## src/rtl/axi_stream_dma_writer.sv

```systemverilog
// AXI3 burst-write DMA: gathers BURST_BEATS stream samples into a local burst buffer, then
// writes them to a linear or ring buffer in DDR, replaying the buffer on error responses.
module axi_stream_dma_writer #(
  parameter int unsigned DATA_W      = 64,
  parameter int unsigned BURST_BEATS = 16,
  parameter logic [31:0] BASE_ADDR   = 32'h1000_0000,
  parameter logic [31:0] DMA_BYTES   = 32'h0002_0000,
  parameter int unsigned MAX_RETRIES = 2
) (
  input  logic                aclk,
  input  logic                rst_i,
  input  logic                start_i,
  input  logic                stop_i,
  input  logic                circular_i,
  input  logic [DATA_W-1:0]   s_data_i,
  input  logic                s_valid_i,
  output logic                s_ready_o,
  output logic [31:0]         m_axi_awaddr,
  output logic                m_axi_awvalid,
  input  logic                m_axi_awready,
  output logic [3:0]          m_axi_awlen,
  output logic [2:0]          m_axi_awsize,
  output logic [1:0]          m_axi_awburst,
  output logic [DATA_W-1:0]   m_axi_wdata,
  output logic [DATA_W/8-1:0] m_axi_wstrb,
  output logic                m_axi_wlast,
  output logic                m_axi_wvalid,
  input  logic                m_axi_wready,
  input  logic                m_axi_bvalid,
  input  logic [1:0]          m_axi_bresp,
  output logic                m_axi_bready,
  output logic                busy_o,
  output logic                done_o,
  output logic                error_o,
  output logic [15:0]         wrap_count_o,
  output logic [31:0]         beat_index_o
);
  localparam int unsigned   StrbW      = DATA_W / 8;
  localparam int unsigned   SizeLog    = $clog2(StrbW);
  localparam int unsigned   BeatW      = (BURST_BEATS > 1) ? $clog2(BURST_BEATS) : 1;
  localparam logic [31:0]   BurstBytes = 32'(BURST_BEATS * StrbW);
  localparam logic [31:0]   EndAddr    = BASE_ADDR + DMA_BYTES;
  localparam logic [BeatW-1:0] LastBeat = BeatW'(BURST_BEATS - 1);
  localparam logic [7:0]    MaxRetries = 8'(MAX_RETRIES);

  typedef enum logic [2:0] {StIdle, StFill, StAddr, StData, StResp, StDone} state_e;

  state_e            state_q, state_d;
  logic [BeatW-1:0]  beat_q, beat_d;
  logic [31:0]       addr_q, addr_d;
  logic [7:0]        retry_q, retry_d;
  logic [15:0]       wrap_q, wrap_d;
  logic              stop_q, stop_d;
  logic              circ_q, circ_d;
  logic              err_q, err_d;
  logic              start_q;
  logic [DATA_W-1:0] buf_q [BURST_BEATS];

  logic        start_edge, busy, fill_fire;
  logic [31:0] next_addr;

  assign start_edge = start_i & ~start_q;
  assign busy       = (state_q == StFill) | (state_q == StAddr) |
                      (state_q == StData) | (state_q == StResp);
  assign fill_fire  = (state_q == StFill) & s_valid_i;
  assign next_addr  = addr_q + BurstBytes;

  always_comb begin
    state_d = state_q;
    beat_d  = beat_q;
    addr_d  = addr_q;
    retry_d = retry_q;
    wrap_d  = wrap_q;
    stop_d  = stop_q | (busy & stop_i);
    circ_d  = circ_q;
    err_d   = err_q;
    unique case (state_q)
      StIdle, StDone: begin
        if (start_edge) begin
          state_d = StFill;
          beat_d  = '0;
          addr_d  = BASE_ADDR;
          retry_d = '0;
          wrap_d  = '0;
          stop_d  = 1'b0;
          circ_d  = circular_i;
          err_d   = 1'b0;
        end
      end
      StFill: begin
        if (s_valid_i) begin
          if (beat_q == LastBeat) begin
            beat_d  = '0;
            state_d = StAddr;
          end else begin
            beat_d = beat_q + 1'b1;
          end
        end
      end
      StAddr: begin
        if (m_axi_awready) state_d = StData;
      end
      StData: begin
        if (m_axi_wready) begin
          if (beat_q == LastBeat) begin
            beat_d  = '0;
            state_d = StResp;
          end else begin
            beat_d = beat_q + 1'b1;
          end
        end
      end
      StResp: begin
        if (m_axi_bvalid) begin
          if (m_axi_bresp == 2'b00) begin
            retry_d = '0;
            addr_d  = next_addr;
            if (stop_q) begin
              state_d = StDone;
            end else if (next_addr >= EndAddr) begin
              if (circ_q) begin
                addr_d  = BASE_ADDR;
                wrap_d  = (wrap_q == 16'hFFFF) ? wrap_q : wrap_q + 16'd1;
                state_d = StFill;
              end else begin
                state_d = StDone;
              end
            end else begin
              state_d = StFill;
            end
          end else if (retry_q < MaxRetries) begin
            // Buffer still holds the burst, so re-issuing AW replays it unchanged.
            retry_d = retry_q + 8'd1;
            state_d = StAddr;
          end else begin
            err_d   = 1'b1;
            state_d = StDone;
          end
        end
      end
      default: state_d = StIdle;
    endcase
  end

  always_ff @(posedge aclk) begin
    if (rst_i) begin
      state_q <= StIdle;
      beat_q  <= '0;
      addr_q  <= BASE_ADDR;
      retry_q <= '0;
      wrap_q  <= '0;
      stop_q  <= 1'b0;
      circ_q  <= 1'b0;
      err_q   <= 1'b0;
      start_q <= 1'b0;
    end else begin
      state_q <= state_d;
      beat_q  <= beat_d;
      addr_q  <= addr_d;
      retry_q <= retry_d;
      wrap_q  <= wrap_d;
      stop_q  <= stop_d;
      circ_q  <= circ_d;
      err_q   <= err_d;
      start_q <= start_i;
    end
  end

  always_ff @(posedge aclk) begin
    if (fill_fire) buf_q[beat_q] <= s_data_i;
  end

  assign s_ready_o     = (state_q == StFill);
  assign m_axi_awvalid = (state_q == StAddr);
  assign m_axi_awaddr  = addr_q;
  assign m_axi_awlen   = 4'(BURST_BEATS - 1);
  assign m_axi_awsize  = 3'(SizeLog);
  assign m_axi_awburst = 2'b01;
  assign m_axi_wvalid  = (state_q == StData);
  assign m_axi_wlast   = (state_q == StData) & (beat_q == LastBeat);
  assign m_axi_wdata   = (state_q == StData) ? buf_q[beat_q] : '0;
  assign m_axi_wstrb   = '1;
  assign m_axi_bready  = (state_q == StResp);
  assign busy_o        = busy;
  assign done_o        = (state_q == StDone);
  assign error_o       = err_q;
  assign wrap_count_o  = wrap_q;
  assign beat_index_o  = ((addr_q - BASE_ADDR) >> SizeLog) + 32'(beat_q);
endmodule
```

## config.mk

```make
export PLATFORM = sky130hd
export DESIGN_NAME = axi_stream_dma_writer
export DESIGN_NICKNAME = d
export VERILOG_FILES = /design/src/rtl/axi_stream_dma_writer.sv
export SDC_FILE = /design/constraint.sdc
export NUM_CORES = 1
export LEC_CHECK = 0
export ABC_AREA = 0
export CORE_MARGIN = 3
export CORE_UTILIZATION = 45
export CTS_BUF_LIST = sky130_fd_sc_hd__clkbuf_4 sky130_fd_sc_hd__clkbuf_8
export DETAILED_ROUTE_END_ITERATION = 12
export GPL_TIMING_DRIVEN = 1
export SETUP_SLACK_MARGIN = 0.02
export SLEW_MARGIN = 20
export SYNTH_ARGS = -nofsm -noshare
export SYNTH_HDL_FRONTEND = slang
export SYNTH_SLANG_ARGS = --single-unit
```

## constraint.sdc

```tcl
create_clock -name aclk -period 16.5 [get_ports aclk]
set_input_delay 3.3 -clock aclk [delete_from_list [all_inputs] [get_ports aclk]]
set_output_delay 3.3 -clock aclk [all_outputs]
set_load 0.03 [all_outputs]
```

[Word-level counts from Yosys, hierarchy flattened]
Memory sizes are Yosys's and may differ from the RTL's. A register that Yosys moved wholly into a read port is not among the register bits.
Cells that the tools add are included.
Word-level totals
  register bits: 67
  RAM bits: 1024
  bits of input ports: 75
  word-level logic and storage cells: 111
  memories kept: 1
Memories
  buf_q: words 16, width 64, read ports 1, clocked after memory_dff 1, write ports 1, line 57  | logic [DATA_W-1:0] buf_q [BURST_BEATS];
Cells by class
  add/sub/neg operators: 6
  magnitude comparators: 2
  equal/unequal tests: 22
  muxes and demuxes: 50
  bitwise logic cells: 9
  reduce and logical (&&, ||, !) cells: 12
Operator list (count)
  32-bit two-way mux: 6
  16-bit two-way mux: 7
  64-bit two-way mux: 1
  32-bit case mux with 2 select lines: 1
  3-bit two-way mux: 12
  32-bit by 8-bit adder with 32-bit output, second input constant: 1
  32-bit by 29-bit >= comparator with 1-bit output, second input constant: 1
  8-bit two-way mux: 4
  16-bit case mux with 2 select lines: 1
  32-bit by 29-bit subtractor with 32-bit output, second input constant: 1
  29-bit by 4-bit adder with 30-bit output: 1
  4-bit two-way mux: 6
  16-bit by 1-bit adder with 16-bit output, second input constant: 1
  16-bit equality test, second input constant: 1
  8-bit case mux with 2 select lines: 1
  3-bit case mux with 5 select lines: 1
  2-bit by 1-bit != test with 1-bit output, second input constant: 7
  2-bit != test, second input constant: 7
  4-bit case mux with 3 select lines: 1
  4-bit AND reduction: 3
  8-bit by 1-bit adder with 8-bit output, second input constant: 1
  8-bit by 2-bit < comparator with 1-bit output, second input constant: 1
  1-bit two-way mux: 8
  8-bit AND reduction: 1
  other kinds (18): 26

[Longest topological paths before layout]
Gate-level depths: netlist of the first run.
  depth after elaboration: 8
  gate-level depth with buffers: 12
  depth with buffers taken out: 9

[Least setup slack after synthesis of the first run]
Ideal clock, no wire load.
  path type: input to register
  from: input s_valid_i
  to: memory buf_q[0][0] (enable)
  setup time: 0.565 ns
  arrival: 7.952 ns
  setup slack: 7.983 ns
  stages on the path: 3
  path through: and3_1 > nand2_1 > nor3_1
Between the ends
  longest elaborated chain between the ends: 3
RTL lines
  start: declaration: line 16  | input logic s_valid_i,
  1-bit AND: line 65  | assign fill_fire = (state_q == StFill) & s_valid_i;
  1-bit two-way mux: line 170  | if (fill_fire) buf_q[beat_q] <= s_data_i;
  1-bit two-way mux (not written as such): line 170
  end: declaration: line 57
Every way passes these cells.

==> results.json, run 1 <==
{
  "outcome": "complete, no violations",
  "endpoint_kind": "primary output",
  "ys_warn_count": 0,
  "fin_skew_ps": 24.1,
  "gp_congestion": 0.793,
  "worst_pin_slew_ps": 1110,
  "grt_pass1_wl_mm": 145,
  "port_buffers": 216,
  "crit_fanout": 118,
  "max_stage_delay_ps": 820,
  "cts_max_level": 4,
  "peakVddDrop_mv": 0.0790,
  "syn_avg_cell_area_um2": 21.3,
  "drt_wl_total_mm": 98.6,
  "hpwlAfterDp_mm": 49.5,
  "hold_path.class": "flip-flop to flip-flop",
  "final_util_pct": 52.9,
  "overflow": 0,
  "worst_ep_required_time_ps": 13200,
  "drc": 0,
  "min_period_ps": 9260,
  "die_area_um2": 98600,
  "yosysUniqueCellTypes": 66,
  "clock_latency_ps": 810,
  "cp.arrival_ps": 5960,
  "setup.worst_path.class": "flip-flop to primary output",
  "path_cells": "buf_4 -> buf_4 -> buf_12 -> mux4_2 -> mux4_2 -> nor2b_1 -> clkdlybuf4s50_1",
  "cts_tree": "built",
  "ant_nets": 0,
  "post-cts-setup-buffers": 0,
  "rsz0062_at_grt": "false",
  "grt_pass1_vias": 21943,
  "syn_inst": 2004,
  "core_um2": 93700,
  "via_count": 21114,
  "fin_hold_ws_ps": 461,
  "drt_iter0_markers": 2186,
  "ys_seq_elements": 1088,
  "numCtsBuffers": 173,
  "max_freq_mhz": 108,
  "cellPowerDensity_nw_per_um2": 118,
  "drive_above_1_share_pct": 27.3,
  "die_h_um": 314,
  "relSlewSlack_pct": 25.1,
  "finalSetupViolations": 0,
  "vias_per_cell": 5.70,
  "max-clock-path-buffers": 3,
  "start_util_pct": 45.5,
  "cts-resized-gates": 0,
  "cts_root_buffer": "clkbuf_8",
  "synth_area_um2": 42700,
  "synthArstFlopShare_pct": 0,
  "total_power_mw": 5.87,
  "fin_nets": 2390,
  "layoutNonFillerInstCount": 3707,
  "hold_viol_final": 0,
  "cts_sinks": 1088,
  "cp-start-kind": "flip-flop",
  "grt_max_degree": 147,
  "synth-seq-area-share_pct": 75.0,
  "syn_to_final_growth_pct": 16.2,
  "row_count": 112,
  "layout_commonest_cell": "edfxtp_1",
  "dr.pass1.iters": 5,
  "setup_tns_ps": 0,
  "critPathBufInv": 4,
  "hold_buffers": 0,
  "grt.total_usage_pct": 20.2,
  "antenna_found_initial": 9,
  "routedWlPerCell_um": 26.6,
  "finalCritPeriodShare_pct": 56.1,
  "cap_violations": 0,
  "synth_edf_count": 1024,
  "final_cell_mix": "1024 x edfxtp_1, 320 x mux4_2, 216 x clkdlybuf4s50_1, 177 x clkbuf_8, 67 x nor2b_1",
  "dp_cells": 3384,
  "io-pin-count": 244,
  "clk_pin_slew_worst_paths_ps": 60,
  "power_leakage_nw": 15.2,
  "critPathSlowestCell": "buf_4",
  "critPathTopFamily": "buffers and inverters",
  "die_width_um": 314,
  "synth_flop_cell": "edfxtp_1",
  "drv_slew": 0
}
synth_stat cells, drive strengths merged (3+ instances only):
cell	number	area, µm²
edfxtp	1024	30700
mux4	320	7210
clkbuf	89	334
buf	68	398
nor2b	67	419
dfxtp	64	1280
nor2	61	229
nand2	45	169
a21oi	28	140
nand3	18	100
o21ai	18	90.1
a31oi	17	128
inv	17	63.8
nand2b	17	106
nor3	16	80.1
and3	10	67.6
ha	10	125
mux2i	9	90.1
xnor2	9	78.8
a21o	8	60.1
nand4	8	56.3
a211oi	7	52.6
nor4	7	65.1
or3	7	43.8
a31o	6	52.6
and2	6	37.5
or2	6	37.5
and4	4	35.0
a2111oi	3	63.8
a41oi	3	26.3
nand3b	3	22.5
xor2	3	26.3
flip-flops by register name, summed over array words and instances, names as in the netlist, named ones only:
register	flops
m_axi_awaddr	25
beat_q	4
error_o	1
wrap_count_o	16
retry_q	8
state_q	3
stop_q	1
start_q	1
buf_q	1024
circ_q	1
area by class of cell:
cell class | instances | area (µm²)
Fill cell | 7290 | 44100
Clock buffer | 231 | 2840
Clock inverter | 86 | 493
Inverter | 17 | 63.8
Timing Repair Buffer | 258 | 2500
Tap cell | 1254 | 1570
Sequential cell | 1088 | 32000
Antenna cell | 6 | 15.0
Multi-Input combinational cell | 767 | 10100
routing by layer:
| layer | routed length (µm) | vias up | GRT usage, % |
|---|---|---|---|
| met2 | 48400 | 782 | 32.9 |
| met4 | 1810 | 8 | 5.58 |
| met5 | 57 | - | 0 |
| met1 | 41400 | 11271 | 27.8 |
| met3 | 6920 | 162 | 4.66 |
| li1 | - | 8891 | - |
where the power goes:
part / internal, mW / total [mW] / leakage (nW) / switching (mW)
clock: 1.17 / 2.21 / 1.75 / 1.04
sequential: 3.05 / 3.08 / 9.73 / 0.0235
combinational: 0.279 / 0.579 / 3.68 / 0.301
total: 4.50 / 5.87 / 15.2 / 1.36
through the flow:
step / cell area (µm²) / worst slack (ps)
detailed placement: 46300 / 7900
floorplan: 42800 / 7980
global placement: 46300 / 7920
global route: 49600 / 6670
finish: 49600 / 7240
CTS: 49600 / 6970
path summary, 6_finish.rpt:
check | start | endpoint | slack, ps | depth (start not counted)
hold / removal | retry_q[6]$_SDFFE_PP0P_ | retry_q[6]$_SDFFE_PP0P_ | 460 | 1
hold reg to reg | retry_q[6]$_SDFFE_PP0P_ | retry_q[6]$_SDFFE_PP0P_ | 460 | 1
setup reg to reg | m_axi_awaddr[9]$_SDFFE_PP0P_ | m_axi_awaddr[20]$_SDFFE_PP0P_ | 12550 | 8
setup / recovery | flip-flop | m_axi_wdata[50] | 7240 | 7
logic make-up after synthesis:
logic type	count (synthesis)	share of synthesized area [%]
buf+inv	174	1.86
other cells	2	0.0176
mux	329	17.1
xor+xnor	12	0.246
flops	1088	75.0
simple gates	278	3.49
compound gates	110	1.93
fa+ha+maj	11	0.317
No activity file was read; power rests on OpenSTA's default activity.
==> run 2, diff against run 1 <==
--- a/config.mk
+++ b/config.mk
@@ -11,6 +11,7 @@
 export CTS_BUF_LIST = sky130_fd_sc_hd__clkbuf_4 sky130_fd_sc_hd__clkbuf_8
 export DETAILED_ROUTE_END_ITERATION = 12
 export GPL_TIMING_DRIVEN = 1
+export PLACE_DENSITY = 0.65
 export SETUP_SLACK_MARGIN = 0.02
 export SLEW_MARGIN = 20
 export SYNTH_ARGS = -nofsm -noshare
==> constraint.sdc (replaced) <==
create_clock -name aclk -period 7.9 [get_ports aclk]
set_input_delay 1.58 -clock aclk [delete_from_list [all_inputs] [get_ports aclk]]
set_output_delay 1.58 -clock aclk [all_outputs]
set_load 0.03 [all_outputs]
==> results.json, run 2 (synthesis results as in run 1) <==
{
  "hold_buffers": 0,
  "endpoint_kind": "primary output",
  "via_count": 21235,
  "numCtsBuffers": 175,
  "finalSetupViolations": 0,
  "start_util_pct": 45.5,
  "relSlewSlack_pct": 29.5,
  "largest_reg_flops": 1024,
  "r2r_slack_ps": 3990,
  "whs_endpoint": "retry_q[7]$_SDFFE_PP0P_",
  "finalCritPeriodShare_pct": 74.3,
  "layout_commonest_cell": "edfxtp_1",
  "max_freq_mhz": 170,
  "clk_pin_slew_worst_paths_ps": 60,
  "clock_latency_ps": 820,
  "cts_sinks": 1088,
  "hp-start": "retry_q[7]$_SDFFE_PP0P_",
  "vias_per_cell": 5.74,
  "fin_nets": 2392,
  "regMostFlops": "buf_q",
  "overflow": 0,
  "cts_tree": "built",
  "r2r_start": "state_q[0]$_SDFFE_PP0P_",
  "max-clock-path-buffers": 3,
  "cp-start-kind": "flip-flop",
  "post-cts-setup-buffers": 0,
  "power_leakage_nw": 15.2,
  "cts_root_buffer": "clkbuf_8",
  "cts-resized-gates": 0,
  "rr_endpoint": "buf_q[5][44]$_DFFE_PP_",
  "holdPathStages": 1,
  "critPathSlowestCell": "dfxtp_4",
  "die_h_um": 314,
  "antenna_found_initial": 11,
  "cellPowerDensity_nw_per_um2": 247,
  "layoutNonFillerInstCount": 3697,
  "crit_fanout": 107,
  "drt_wl_total_mm": 98.6,
  "drt_iter0_markers": 2248,
  "max_stage_delay_ps": 670,
  "worst-r2r-cell-count": 6,
  "grt_pass1_vias": 21907,
  "setup_tns_ps": 0,
  "rsz0062_at_grt": "false",
  "io-pin-count": 244,
  "gp_congestion": 0.834,
  "die_area_um2": 98600,
  "grt_max_degree": 108,
  "grt.total_usage_pct": 20.2,
  "worst_pin_slew_ps": 1050,
  "drc": 0,
  "drv_slew": 0,
  "outcome": "complete, no violations",
  "min_period_ps": 5870,
  "port_buffers": 216,
  "final_util_pct": 53.0,
  "dr.pass1.iters": 6,
  "path_cells": "buf_16 -> buf_12 -> mux4_2 -> mux4_2 -> nor2b_1 -> clkdlybuf4s50_1",
  "fin_hold_ws_ps": 470,
  "syn_to_final_growth_pct": 16.4,
  "cp.arrival_ps": 4290,
  "dp_cells": 3383,
  "routedWlPerCell_um": 26.7,
  "hold_path.class": "flip-flop to flip-flop",
  "final_cell_mix": "1024 x edfxtp_1, 320 x mux4_2, 216 x clkdlybuf4s50_1, 178 x clkbuf_8, 67 x nor2b_1",
  "fin_skew_ps": 28.9,
  "worst_ep_required_time_ps": 6320,
  "setup_ws_ps": 2030,
  "die_width_um": 314,
  "ant_nets": 0,
  "dpl_worst_slack_ps": 2720,
  "core_um2": 93700,
  "cts_max_level": 4,
  "drive_above_1_share_pct": 27.3,
  "path_common_cell": "mux4_2",
  "hold_viol_final": 0,
  "peakVddDrop_mv": 0.149,
  "grt_pass1_wl_mm": 145,
  "setup.worst_path.class": "flip-flop to primary output",
  "row_count": 112,
  "cap_violations": 0,
  "hpwlAfterDp_mm": 49.2
}
[run 2: cell types whose count changed in the layout (fill, tap and decap cells not counted), sizes merged]
| cell | previous run | this run |
|---|---|---|
| clkinv | 70 | 65 |
| clkbuf | 231 | 225 |
| diode | 6 | 8 |
| inv | 23 | 24 |
| clkinvlp | 7 | 4 |
| bufinv | 3 | 4 |
[run 2: report_power, final]
| group | total [mW] | switching (mW) | internal, mW |
|---|---|---|---|
| clock | 4.63 | 2.17 | 2.46 |
| sequential | 6.43 | 0.0488 | 6.38 |
| combinational | 1.21 | 0.627 | 0.583 |
[run 2: final cells by class]
cell class              count  area [µm²]
clock inverters            80         529
fillers                  7226       44100
inverters                  17        63.8
flip-flops and latches   1088       32000
well taps                1254        1570
diodes                      8        20.0
multi-input cells         767       10100
clock buffers             225        2800
repair buffers            258        2560
[run 2: worst max path at each step]
| stage | end | start | depth (start not counted) | slack (ps) |
|---|---|---|---|---|
| finish | m_axi_wdata[39] | flip-flop | 6 | 2030 |
| global route | m_axi_wdata[55] | flip-flop | 5 | 1810 |
| CTS | m_axi_wdata[39] | flip-flop | 5 | 1770 |
| detailed placement | m_axi_wdata[39] | flip-flop | 5 | 2720 |
| global placement | m_axi_wdata[39] | flip-flop | 5 | 2770 |
| floorplan | buf_q[0][0]$_DFFE_PP_ | s_valid_i | 3 | 1100 |
[run 2: metrics by stage]
stage                     area [µm²]  power (mW)
final                          49700        12.3
after global routing           49700        12.8
after CTS                      49600        12.4
after detailed placement       46300        7.78
after global placement         46300        7.75
after floorplan                42800        7.41
[run 2: metal layers]
metal	global-route usage, %	vias up	wire length [µm]
li1	-	8889	-
met1	28.4	11298	41500
met2	31.8	859	47600
met3	4.77	183	7310
met4	5.96	6	2150
met5	0	-	40
[run 2: worst max-delay path, delay by kind of cell (launching register included)]
| kind | cells | cell delay [ps] |
|---|---|---|
| AND/OR/NAND/NOR | 1 | 200 |
| multiplexers | 2 | 930 |
| flip-flops | 1 | 670 |
| buffers and inverters | 3 | 1500 |
==> run 3, diff against run 2 <==
--- a/config.mk
+++ b/config.mk
@@ -11,7 +11,6 @@
 export CTS_BUF_LIST = sky130_fd_sc_hd__clkbuf_4 sky130_fd_sc_hd__clkbuf_8
 export DETAILED_ROUTE_END_ITERATION = 12
 export GPL_TIMING_DRIVEN = 1
-export PLACE_DENSITY = 0.65
 export SETUP_SLACK_MARGIN = 0.02
 export SLEW_MARGIN = 20
 export SYNTH_ARGS = -nofsm -noshare
==> constraint.sdc (replaced) <==
create_clock -name aclk -period 5.9 [get_ports aclk]
set_input_delay 1.18 -clock aclk [delete_from_list [all_inputs] [get_ports aclk]]
set_output_delay 1.18 -clock aclk [all_outputs]
set_load 0.03 [all_outputs]
==> results.json, run 3 (synthesis results as in run 1) <==
{
  "fin_hold_ws_ps": 455,
  "min_period_ps": 5180,
  "relSlewSlack_pct": 27.0,
  "regMostFlops": "buf_q",
  "power_leakage_nw": 15.3,
  "max_stage_delay_ps": 770,
  "layout_commonest_cell": "edfxtp_1",
  "dp_cells": 3389,
  "finalCritPeriodShare_pct": 87.8,
  "drt_wl_total_mm": 98.4,
  "stdcell_area_um2": 50100,
  "setup.worst_path.class": "flip-flop to primary output",
  "drc": 0,
  "post-cts-setup-buffers": 0,
  "port_buffers": 216,
  "whs_endpoint": "retry_q[6]$_SDFFE_PP0P_",
  "io-pin-count": 244,
  "ant_nets": 0,
  "via_count": 20928,
  "comb_power_share_pct": 9.9,
  "hold_path.class": "flip-flop to flip-flop",
  "start_util_pct": 45.5,
  "critPathSlowestCell": "dfxtp_4",
  "worst-r2r-cell-count": 9,
  "worst_pin_slew_ps": 1090,
  "rsz0062_at_grt": "false",
  "cp.depth": 5,
  "hp-start": "retry_q[6]$_SDFFE_PP0P_",
  "fin_skew_ps": 38.6,
  "wl_met3_mm": 5.96,
  "path_common_cell": "mux4_2",
  "overflow": 0,
  "setup_tns_ps": 0,
  "hold_viol_final": 0,
  "cts-resized-gates": 0,
  "cts_sinks": 1088,
  "max_freq_mhz": 193,
  "die_width_um": 314,
  "grt_pass1_vias": 22080,
  "cp-start-kind": "flip-flop",
  "gp_congestion": 0.843,
  "numCtsBuffers": 178,
  "r2r_slack_ps": 2120,
  "final_util_pct": 53.4,
  "vias_per_cell": 5.65,
  "p_int_mw": 12.9,
  "cts_root_buffer": "clkbuf_8",
  "finalSetupViolations": 0,
  "setup_ws_ps": 722,
  "grt_max_degree": 65,
  "largest_reg_flops": 1024,
  "clock_power_share_pct": 38.5,
  "cts_tree": "built",
  "dr.pass1.iters": 5,
  "drv_slew": 0,
  "cellPowerDensity_nw_per_um2": 333,
  "outcome": "complete, no violations",
  "die_area_um2": 98600,
  "drt_iter0_markers": 1844,
  "clock_latency_ps": 820,
  "row_count": 112,
  "wl_met1_mm": 41.8,
  "crit_fanout": 27,
  "cap_violations": 0,
  "peakVddDrop_mv": 0.216,
  "holdPathStages": 1,
  "top_layer": "met5",
  "final_cell_mix": "1024 x edfxtp_1, 320 x mux4_2, 216 x clkdlybuf4s50_1, 183 x clkbuf_8, 72 x clkbuf_4",
  "max-clock-path-buffers": 3,
  "switching_share_pct": 22.8,
  "die_h_um": 314,
  "layoutNonFillerInstCount": 3705,
  "rr_endpoint": "m_axi_awaddr[15]$_SDFFE_PP0P_",
  "drive_above_1_share_pct": 28.2,
  "hpwlAfterDp_mm": 49.8,
  "fin_nets": 2400,
  "worst_ep_required_time_ps": 4720,
  "r2r_start": "m_axi_awaddr[7]$_SDFFE_PP0P_",
  "routedWlPerCell_um": 26.5,
  "cts_max_level": 4,
  "cp.arrival_ps": 4000,
  "power_frac_seq_pct": 51.6,
  "critPathTopFamily": "buffers and inverters",
  "placed_area_um2": 46600,
  "critPathBufInv": 2,
  "path_cells": "buf_4 -> mux4_2 -> mux4_2 -> nor2b_1 -> clkdlybuf4s50_1",
  "grt_pass1_wl_mm": 146,
  "core_um2": 93700,
  "endpoint_kind": "primary output",
  "grt.total_usage_pct": 20.3,
  "clk_pin_slew_worst_paths_ps": 70,
  "met2_length_mm": 48.6,
  "syn_to_final_growth_pct": 17.4,
  "total_power_mw": 16.7,
  "hold_buffers": 0,
  "dpl_worst_slack_ps": 1360,
  "p_sw_mw": 3.81,
  "antenna_found_initial": 8
}
## run 3: power by group through the flow
stage,Combinational [mW],Sequential [mW],Clock (mW)
final,1.65,8.62,6.43
after global routing,1.78,8.62,6.97
after CTS,1.67,8.62,6.61
after detailed placement,1.66,8.78,0
after global placement,1.65,8.77,0
after floorplan,1.18,8.73,0
## run 3: how the worst max path moves through the flow
| stage | start | end |
|---|---|---|
| global route | flip-flop | m_axi_wdata[24] |
| detailed placement | start_i | wrap_count_o[8]$_SDFFE_PP0P_ |
| floorplan | s_valid_i | buf_q[4][0]$_DFFE_PP_ |
| global placement | flip-flop | m_axi_wdata[24] |
| finish | flip-flop | m_axi_wdata[32] |
| CTS | flip-flop | m_axi_wdata[24] |
## run 3: layout make-up
cell class | instances | area, µm²
Multi-Input combinational cell | 767 | 10100
Sequential cell | 1088 | 32000
Clock buffer | 255 | 3060
Timing Repair Buffer | 263 | 2830
Inverter | 17 | 63.8
Tap cell | 1254 | 1570
Fill cell | 7287 | 43600
Clock inverter | 57 | 414
Antenna cell | 4 | 10.0
## run 3: metal layers
layer  up-vias  global-route usage [%]
li1       8912                       -
met1     11168                    28.2
met2       661                    33.1
met3       177                    4.15
met4        10                    5.69
met5         -                       0
